## config.mk

```make
export PLATFORM = sky130hd
export DESIGN_NAME = alu_srcb_stage_flat
export DESIGN_NICKNAME = d
export VERILOG_FILES = /design/src/rtl/alu_srcb_if.sv /design/src/rtl/alu_srcb_stage.sv /design/src/flat_wrapper.sv
export SDC_FILE = /design/constraint.sdc
export NUM_CORES = 1
export LEC_CHECK = 0
export ABC_AREA = 1
export CAP_MARGIN = 15
export CORE_MARGIN = 2
export CORE_UTILIZATION = 39
export CTS_BUF_LIST = sky130_fd_sc_hd__clkbuf_2 sky130_fd_sc_hd__clkbuf_4 sky130_fd_sc_hd__clkbuf_8
export DETAILED_ROUTE_END_ITERATION = 12
export PLACE_DENSITY_LB_ADDON = 0.25
export SLEW_MARGIN = 20
export SYNTH_ARGS = -nofsm -noshare
export SYNTH_HDL_FRONTEND = slang
export SYNTH_SLANG_ARGS = --single-unit
```

## constraint.sdc

```tcl
create_clock -name clk -period 2.8 [get_ports clk]
set_clock_uncertainty 0.15 [all_clocks]
set_input_delay 0.7 -clock clk [delete_from_list [all_inputs] [get_ports clk]]
set_output_delay 0.7 -clock clk [all_outputs]
set_load 0.05 [all_outputs]
```

## src/rtl/alu_srcb_if.sv

```systemverilog
// alu_srcb_if: bundles the ALU source-B stage's upstream beat, forwarding sources and downstream beat
//   master: drives in_* / flush / fw1_* / fw2_* / out_ready, observes in_ready / out_* / fwd_cnt
//   slave : the stage itself (mirror of master)
interface alu_srcb_if #(
    parameter int WIDTH   = 32,
    parameter int REGADDR = 5,
    parameter int IMMW    = 16
);
    logic               in_valid;
    logic               in_ready;
    logic               in_alusrcb;
    logic [1:0]         in_immmode;
    logic [IMMW-1:0]    in_imm;
    logic [WIDTH-1:0]   in_b;
    logic [REGADDR-1:0] in_rs2;
    logic               flush;
    logic               fw1_we;
    logic [REGADDR-1:0] fw1_rd;
    logic [WIDTH-1:0]   fw1_data;
    logic               fw2_we;
    logic [REGADDR-1:0] fw2_rd;
    logic [WIDTH-1:0]   fw2_data;
    logic               out_valid;
    logic               out_ready;
    logic [WIDTH-1:0]   out_srcb;
    logic [WIDTH-1:0]   out_b;
    logic [15:0]        fwd_cnt;
    modport master (
        output in_valid, in_alusrcb, in_immmode, in_imm, in_b, in_rs2, flush,
               fw1_we, fw1_rd, fw1_data, fw2_we, fw2_rd, fw2_data, out_ready,
        input  in_ready, out_valid, out_srcb, out_b, fwd_cnt
    );
    modport slave (
        input  in_valid, in_alusrcb, in_immmode, in_imm, in_b, in_rs2, flush,
               fw1_we, fw1_rd, fw1_data, fw2_we, fw2_rd, fw2_data, out_ready,
        output in_ready, out_valid, out_srcb, out_b, fwd_cnt
    );
endinterface

```

## src/rtl/alu_srcb_stage.sv

```systemverilog
// alu_srcb_stage: ALU operand-B stage -- forwards onto rs2, extends the immediate, registers srcb/store data
//   clk, rst_n (async active-low), bus (alu_srcb_if.slave): upstream ready/valid beat with flush,
//   EX/MEM (fw1) and MEM/WB (fw2) writeback ports, downstream ready/valid srcb/b, fwd_cnt
//   SRCB_FWD_EN: when defined, enables the forwarding network and fwd_cnt; otherwise fb = in_b, fwd_cnt = 0
module alu_srcb_stage #(
    parameter int WIDTH   = 32,
    parameter int REGADDR = 5,
    parameter int IMMW    = 16
) (
    input logic        clk,
    input logic        rst_n,
    alu_srcb_if.slave  bus
);
    localparam int PAD = WIDTH - IMMW;
    logic [WIDTH-1:0] sx, zx, up, ext, fb, srcb;
    logic             fwd_hit, accept;
    assign sx = {{PAD{bus.in_imm[IMMW-1]}}, bus.in_imm};
    assign zx = {{PAD{1'b0}}, bus.in_imm};
    assign up = {bus.in_imm, {PAD{1'b0}}};
    assign ext = bus.in_immmode[1] ? (bus.in_immmode[0] ? '0 : up) : (bus.in_immmode[0] ? zx : sx);
`ifdef SRCB_FWD_EN
    logic hit1, hit2;
    // x0 is hardwired zero, so a writeback naming it never forwards
    assign hit1 = bus.fw1_we && bus.fw1_rd == bus.in_rs2 && bus.in_rs2 != '0;
    assign hit2 = bus.fw2_we && bus.fw2_rd == bus.in_rs2 && bus.in_rs2 != '0;
    assign fb = hit1 ? bus.fw1_data : hit2 ? bus.fw2_data : bus.in_b;
    assign fwd_hit = hit1 || hit2;
`else
    assign fb = bus.in_b;
    assign fwd_hit = 1'b0;
`endif
    assign srcb = bus.in_alusrcb ? ext : fb;
    assign bus.in_ready = !bus.out_valid || bus.out_ready;
    assign accept = bus.in_valid && bus.in_ready && !bus.flush;
    always_ff @(posedge clk or negedge rst_n) begin
        if (!rst_n) begin
            bus.out_valid <= 1'b0;
            bus.out_srcb  <= '0;
            bus.out_b     <= '0;
        end else begin
            // a held beat survives only while stalled and not flushed
            bus.out_valid <= accept || (bus.out_valid && !bus.out_ready && !bus.flush);
            if (accept) begin
                bus.out_srcb <= srcb;
                bus.out_b    <= fb;
            end
        end
    end
`ifdef SRCB_FWD_EN
    logic [15:0] cnt;
    always_ff @(posedge clk or negedge rst_n) begin
        if (!rst_n) cnt <= '0;
        else if (accept && fwd_hit && cnt != 16'hFFFF) cnt <= cnt + 16'd1;
    end
    assign bus.fwd_cnt = cnt;
`else
    assign bus.fwd_cnt = 16'd0;
`endif
endmodule

```

## src/flat_wrapper.sv

```systemverilog
// flat-port wrapper written by rule: the top's interface ports become plain ports
module alu_srcb_stage_flat 
#(
    parameter int WIDTH   = 32,
    parameter int REGADDR = 5,
    parameter int IMMW    = 16
)
  (clk, rst_n, bus_in_valid, bus_in_alusrcb, bus_in_immmode, bus_in_imm, bus_in_b, bus_in_rs2, bus_flush, bus_fw1_we, bus_fw1_rd, bus_fw1_data, bus_fw2_we, bus_fw2_rd, bus_fw2_data, bus_out_ready, bus_in_ready, bus_out_valid, bus_out_srcb, bus_out_b, bus_fwd_cnt);
  alu_srcb_if #(.WIDTH(WIDTH), .REGADDR(REGADDR), .IMMW(IMMW)) bus_i ();
  input logic clk;
  input logic rst_n;
  input wire logic [$bits(bus_i.in_valid)-1:0] bus_in_valid;
  input wire logic [$bits(bus_i.in_alusrcb)-1:0] bus_in_alusrcb;
  input wire logic [$bits(bus_i.in_immmode)-1:0] bus_in_immmode;
  input wire logic [$bits(bus_i.in_imm)-1:0] bus_in_imm;
  input wire logic [$bits(bus_i.in_b)-1:0] bus_in_b;
  input wire logic [$bits(bus_i.in_rs2)-1:0] bus_in_rs2;
  input wire logic [$bits(bus_i.flush)-1:0] bus_flush;
  input wire logic [$bits(bus_i.fw1_we)-1:0] bus_fw1_we;
  input wire logic [$bits(bus_i.fw1_rd)-1:0] bus_fw1_rd;
  input wire logic [$bits(bus_i.fw1_data)-1:0] bus_fw1_data;
  input wire logic [$bits(bus_i.fw2_we)-1:0] bus_fw2_we;
  input wire logic [$bits(bus_i.fw2_rd)-1:0] bus_fw2_rd;
  input wire logic [$bits(bus_i.fw2_data)-1:0] bus_fw2_data;
  input wire logic [$bits(bus_i.out_ready)-1:0] bus_out_ready;
  output wire logic [$bits(bus_i.in_ready)-1:0] bus_in_ready;
  output wire logic [$bits(bus_i.out_valid)-1:0] bus_out_valid;
  output wire logic [$bits(bus_i.out_srcb)-1:0] bus_out_srcb;
  output wire logic [$bits(bus_i.out_b)-1:0] bus_out_b;
  output wire logic [$bits(bus_i.fwd_cnt)-1:0] bus_fwd_cnt;
  assign bus_i.in_valid = bus_in_valid;
  assign bus_i.in_alusrcb = bus_in_alusrcb;
  assign bus_i.in_immmode = bus_in_immmode;
  assign bus_i.in_imm = bus_in_imm;
  assign bus_i.in_b = bus_in_b;
  assign bus_i.in_rs2 = bus_in_rs2;
  assign bus_i.flush = bus_flush;
  assign bus_i.fw1_we = bus_fw1_we;
  assign bus_i.fw1_rd = bus_fw1_rd;
  assign bus_i.fw1_data = bus_fw1_data;
  assign bus_i.fw2_we = bus_fw2_we;
  assign bus_i.fw2_rd = bus_fw2_rd;
  assign bus_i.fw2_data = bus_fw2_data;
  assign bus_i.out_ready = bus_out_ready;
  assign bus_in_ready = bus_i.in_ready;
  assign bus_out_valid = bus_i.out_valid;
  assign bus_out_srcb = bus_i.out_srcb;
  assign bus_out_b = bus_i.out_b;
  assign bus_fwd_cnt = bus_i.fwd_cnt;
  alu_srcb_stage #(.WIDTH(WIDTH), .REGADDR(REGADDR), .IMMW(IMMW)) u_core (.clk(clk), .rst_n(rst_n), .bus(bus_i));
endmodule
```

Word level (Yosys, flattened, before mapping)
Index checks and enable logic that the tools add are counted.
Cells by class
  mux-type cells: 4
  reduce and logical (&&, ||, !) cells: 9
Operators with widths (number)
  32-bit 2-to-1 mux: 4
  1-bit logical AND: 4
  1-bit zero test: 3
  1-bit logical OR: 2
Storage, ports and cells
  bits in registers: 65
  input bits: 137
  output and inout bits: 82
  word-level logic and storage cells: 16

Logic depth before layout (Yosys ltp)
  depth after elaboration: 5
  gate-level depth with buffers: 8
  mapped depth without buffers: 6

Worst setup path after synthesis
No wires, ideal clock.
  path type: input -> output
  start: in bus_out_ready
  end: out bus_in_ready
  arrival time: 954 ps
  data required time: 1950 ps
  path slack: 996 ps
  stages on the path: 2
  buffers on the path: 0
  cell sequence: inv_2 nand2_2
Between the ends
  word-level cells in the longest chain between the ends: 1
RTL lines
  start: declaration: line flat_wrapper.sv:25  | input wire logic [$bits(bus_i.out_ready)-1:0] bus_out_ready;
  1-bit logical OR: line alu_srcb_stage.sv:33  | assign bus.in_ready = !bus.out_valid || bus.out_ready;
  end: declaration: line flat_wrapper.sv:26  | output wire logic [$bits(bus_i.in_ready)-1:0] bus_in_ready;
No other way between the ends.

Worst setup path in the final report
  start: reg u_core.bus.out_b[0]
  end: out bus_out_b[0]
RTL lines
  start: declaration: line alu_srcb_if.sv:36  | output in_ready, out_valid, out_srcb, out_b, fwd_cnt
  start signal: assignment: line alu_srcb_stage.sv:39  | bus.out_b <= '0;
  start signal: assignment: line alu_srcb_stage.sv:45  | bus.out_b <= fb;
  end: declaration: line flat_wrapper.sv:29  | output wire logic [$bits(bus_i.out_b)-1:0] bus_out_b;
No word-level cell between the ends.

==> key figures <==
Run status
  – Status: complete, no violations

Logic synthesis
  – Synth warnings: 0
  – Synth top area share: 0.516
  – Synth area leaders: dfrtp_1, nand2_1, nand3_1, buf_4, nor2_1
  – #FFs+latches synth: between 60 and 70
  – Netlist cell types: 19
  – Post-Synthesis Cells: about 420
  – Area leader, netlist: dfrtp_1
  – Mean cell area of the mapped netlist: between 7 and 8 um^2
  – Cell Area, Synth: between 3000 and 4000 um^2
  – Post-synthesis sequential area ratio: 0.516

Finish
  – Diode count: 0
  – Layout cells sized above 1: 0.0578
  – Final core utilization: 0.588
  – Layout Nets: 669
  – Leading cell types in the layout, fill and taps excluded: nand2_1, clkdlybuf4s50_1, dfrtp_1
  – Leading cell type in the layout, fill and taps excluded: nand2_1
  – Area Growth Syn to Fin: 44.7%
  – Post-route cell area: around 4600 um^2

Floorplan
  – Full die area: 8820 um^2
  – Starting Density: 0.406
  – Row count: 32
  – CORE AREA: between 7000 and 8000 um^2
  – Ports: between 200 and 250
  – Die Y: approximately 94 um
  – Chip width: 93.9 um

Critical path
  – CP Class: reg2out
  – Slowest cell on crit path: clkdlybuf4s50_1
  – WP data required: about 2000 ps
  – Crit end category: primary output
  – CP peak stage delay: 840 ps
  – Max FO, Critical Path: 2
  – Worst path bufs/invs: 1
  – R2r startpoint: u_core.bus.out_valid
  – Startpoint Class: flip-flop
  – Setup crit start: u_core.bus.out_b[0]
  – Crit-path cells: clkdlybuf4s50_1
  – Crit path max-delay family: buffers and inverters
  – Crit path DAT: 1530 ps

Drt
  – Final ANT Viol Nets: 0
  – Highest Signal Layer: met4
  – Routed wl met3: 837 um
  – Vias/cell: 4.63
  – Routed wl met2: slightly below 4 mm
  – Routed via count: approximately 3000
  – M1 wire length: between 3 and 4 mm
  – Initial DRC count: 139
  – Detailed-route DRC error count: 0
  – Final wirelength: approximately 8.8 mm
  – Wire length per cell: about 14 um
  – Drt first pass iters: 4

Global routing
  – GRT Util Overall: 0.210
  – Vias in the first global route: approximately 2900
  – Initial antenna violation count: 0
  – Largest net degree at the start of global routing: between 80 and 90
  – GRT Residual Overflow: 0
  – First-pass GRT wire length: 14.2 mm

Clock tree
  – Clock-pin slew on the worst setup and hold paths: 70 ps
  – Clock sink count: 65
  – Cts repair resizes: 0
  – CTS buffer count: 9
  – Worst-Skew Late Latency: 340 ps
  – Cts hold-fix bufs: 0
  – H-tree depth: 3
  – Root Buffer: clkbuf_8
  – CTS tree: built
  – Setup Buffers After CTS: 0
  – CTS max path bufs: 2

Timing
  – Max Clk Rate: roughly 0.42 GHz
  – Hold Fails Final Rpt: 0
  – Fin crit period: ~2400 ps
  – Max-slew violations: 0
  – Fin crit share: 0.851
  – Hold WS: between 150 and 200 ps
  – Worst slew pin tran: 535 ps
  – Slew HR: 0.642
  – RSZ-0062 raised after global routing: no
  – Final setup fails: 0
  – Setup_tns: 0 ps

Power
  – Power Dens Cells: roughly 690 nW/um^2
  – Worst vdd ir: around 0.27 mV
  – Leakage: approximately 2.3 nW
  – Total chip power: about 3.2 mW

Hold path
  – Hold Crit Class: in2async

Place
  – Dpl cell area: roughly 4400 um^2
  – Hpwl dp: around 6.3 mm
  – Port Buffers: roughly 120
  – GP Congestion: between 0.8 and 0.9

Run
  – Max-cap violations: 0
[final cells by class]
cell class,count,area (um^2)
fill,732,3200
sequential,65,1630
timing repair buffer,127,1290
multi-input combinational,322,1290
clock buffer,12,159
tap,102,128
clock inverter,3,40.0
inverter,7,28.8
[layer usage]
metal | vias to the layer above | track usage
li1 | 1483 | -
met1 | 1323 | 0.284
met2 | 136 | 0.315
met3 | 11 | 0.0634
met4 | 0 | 0.0833
met5 | - | 0
[per-stage QoR]
step / worst slack (ps) / std cells
5_1_grt: 343 / 638
3_5_place_dp: 487 / 623
6_report: 418 / 638
4_1_cts: 394 / 638
3_3_place_gp: 480 / 623
2_1_floorplan: 996 / 434
[path summary, 6_finish.rpt]
| check | endpoint | slack, ps | cells after the start |
|---|---|---|---|
| max reg2reg | u_core.bus.out_srcb[4] | 1320 | 6 |
| max in group asynchronous | u_core.bus.out_srcb[9] | 1720 | 2 |
| min reg2reg | u_core.bus.out_b[3] | 330 | 2 |
| min | u_core.bus.out_srcb[28] | 170 | 1 |
| max | bus_out_b[0] | 420 | 1 |
| min in group clk | u_core.bus.out_b[3] | 330 | 2 |
[synth_stat cells]
library cell and n:
conb_1 1, clkinv_1 1, nand3_2 1, nand2_1 222
o21ai_0 2, a21oi_1 1, nand2_4 1, nand2_2 1
buf_6 4, nand3_1 47, inv_2 2, buf_4 17
dfrtp_1 65, inv_4 1, nor2_1 30, inv_1 3
clkbuf_1 2, buf_2 17, nor2_2 1
[kinds of logic (layout without fill, tap and decap cells)]
group                  after synthesis  count (layout)  synth area share
AOI/OAI and AO/OA                    3               3           0.00476
buffers and inverters               47             149            0.0932
DFF                                 65              65             0.516
other                                1              16           0.00119
and+or+nand+nor                    303             303             0.385
[registers in the layout, indices dropped and copies added, names as in the netlist]
name,cells
u_core.bus.out_b,32
u_core.bus.out_srcb,32
u_core.bus.out_valid,1
[where the power goes]
group	internal [mW]	switching [mW]
clock network	0.462	0.336
registers	1.08	0.0790
logic	0.393	0.814
total	1.93	1.23
Power figures use the tool's default switching activity.
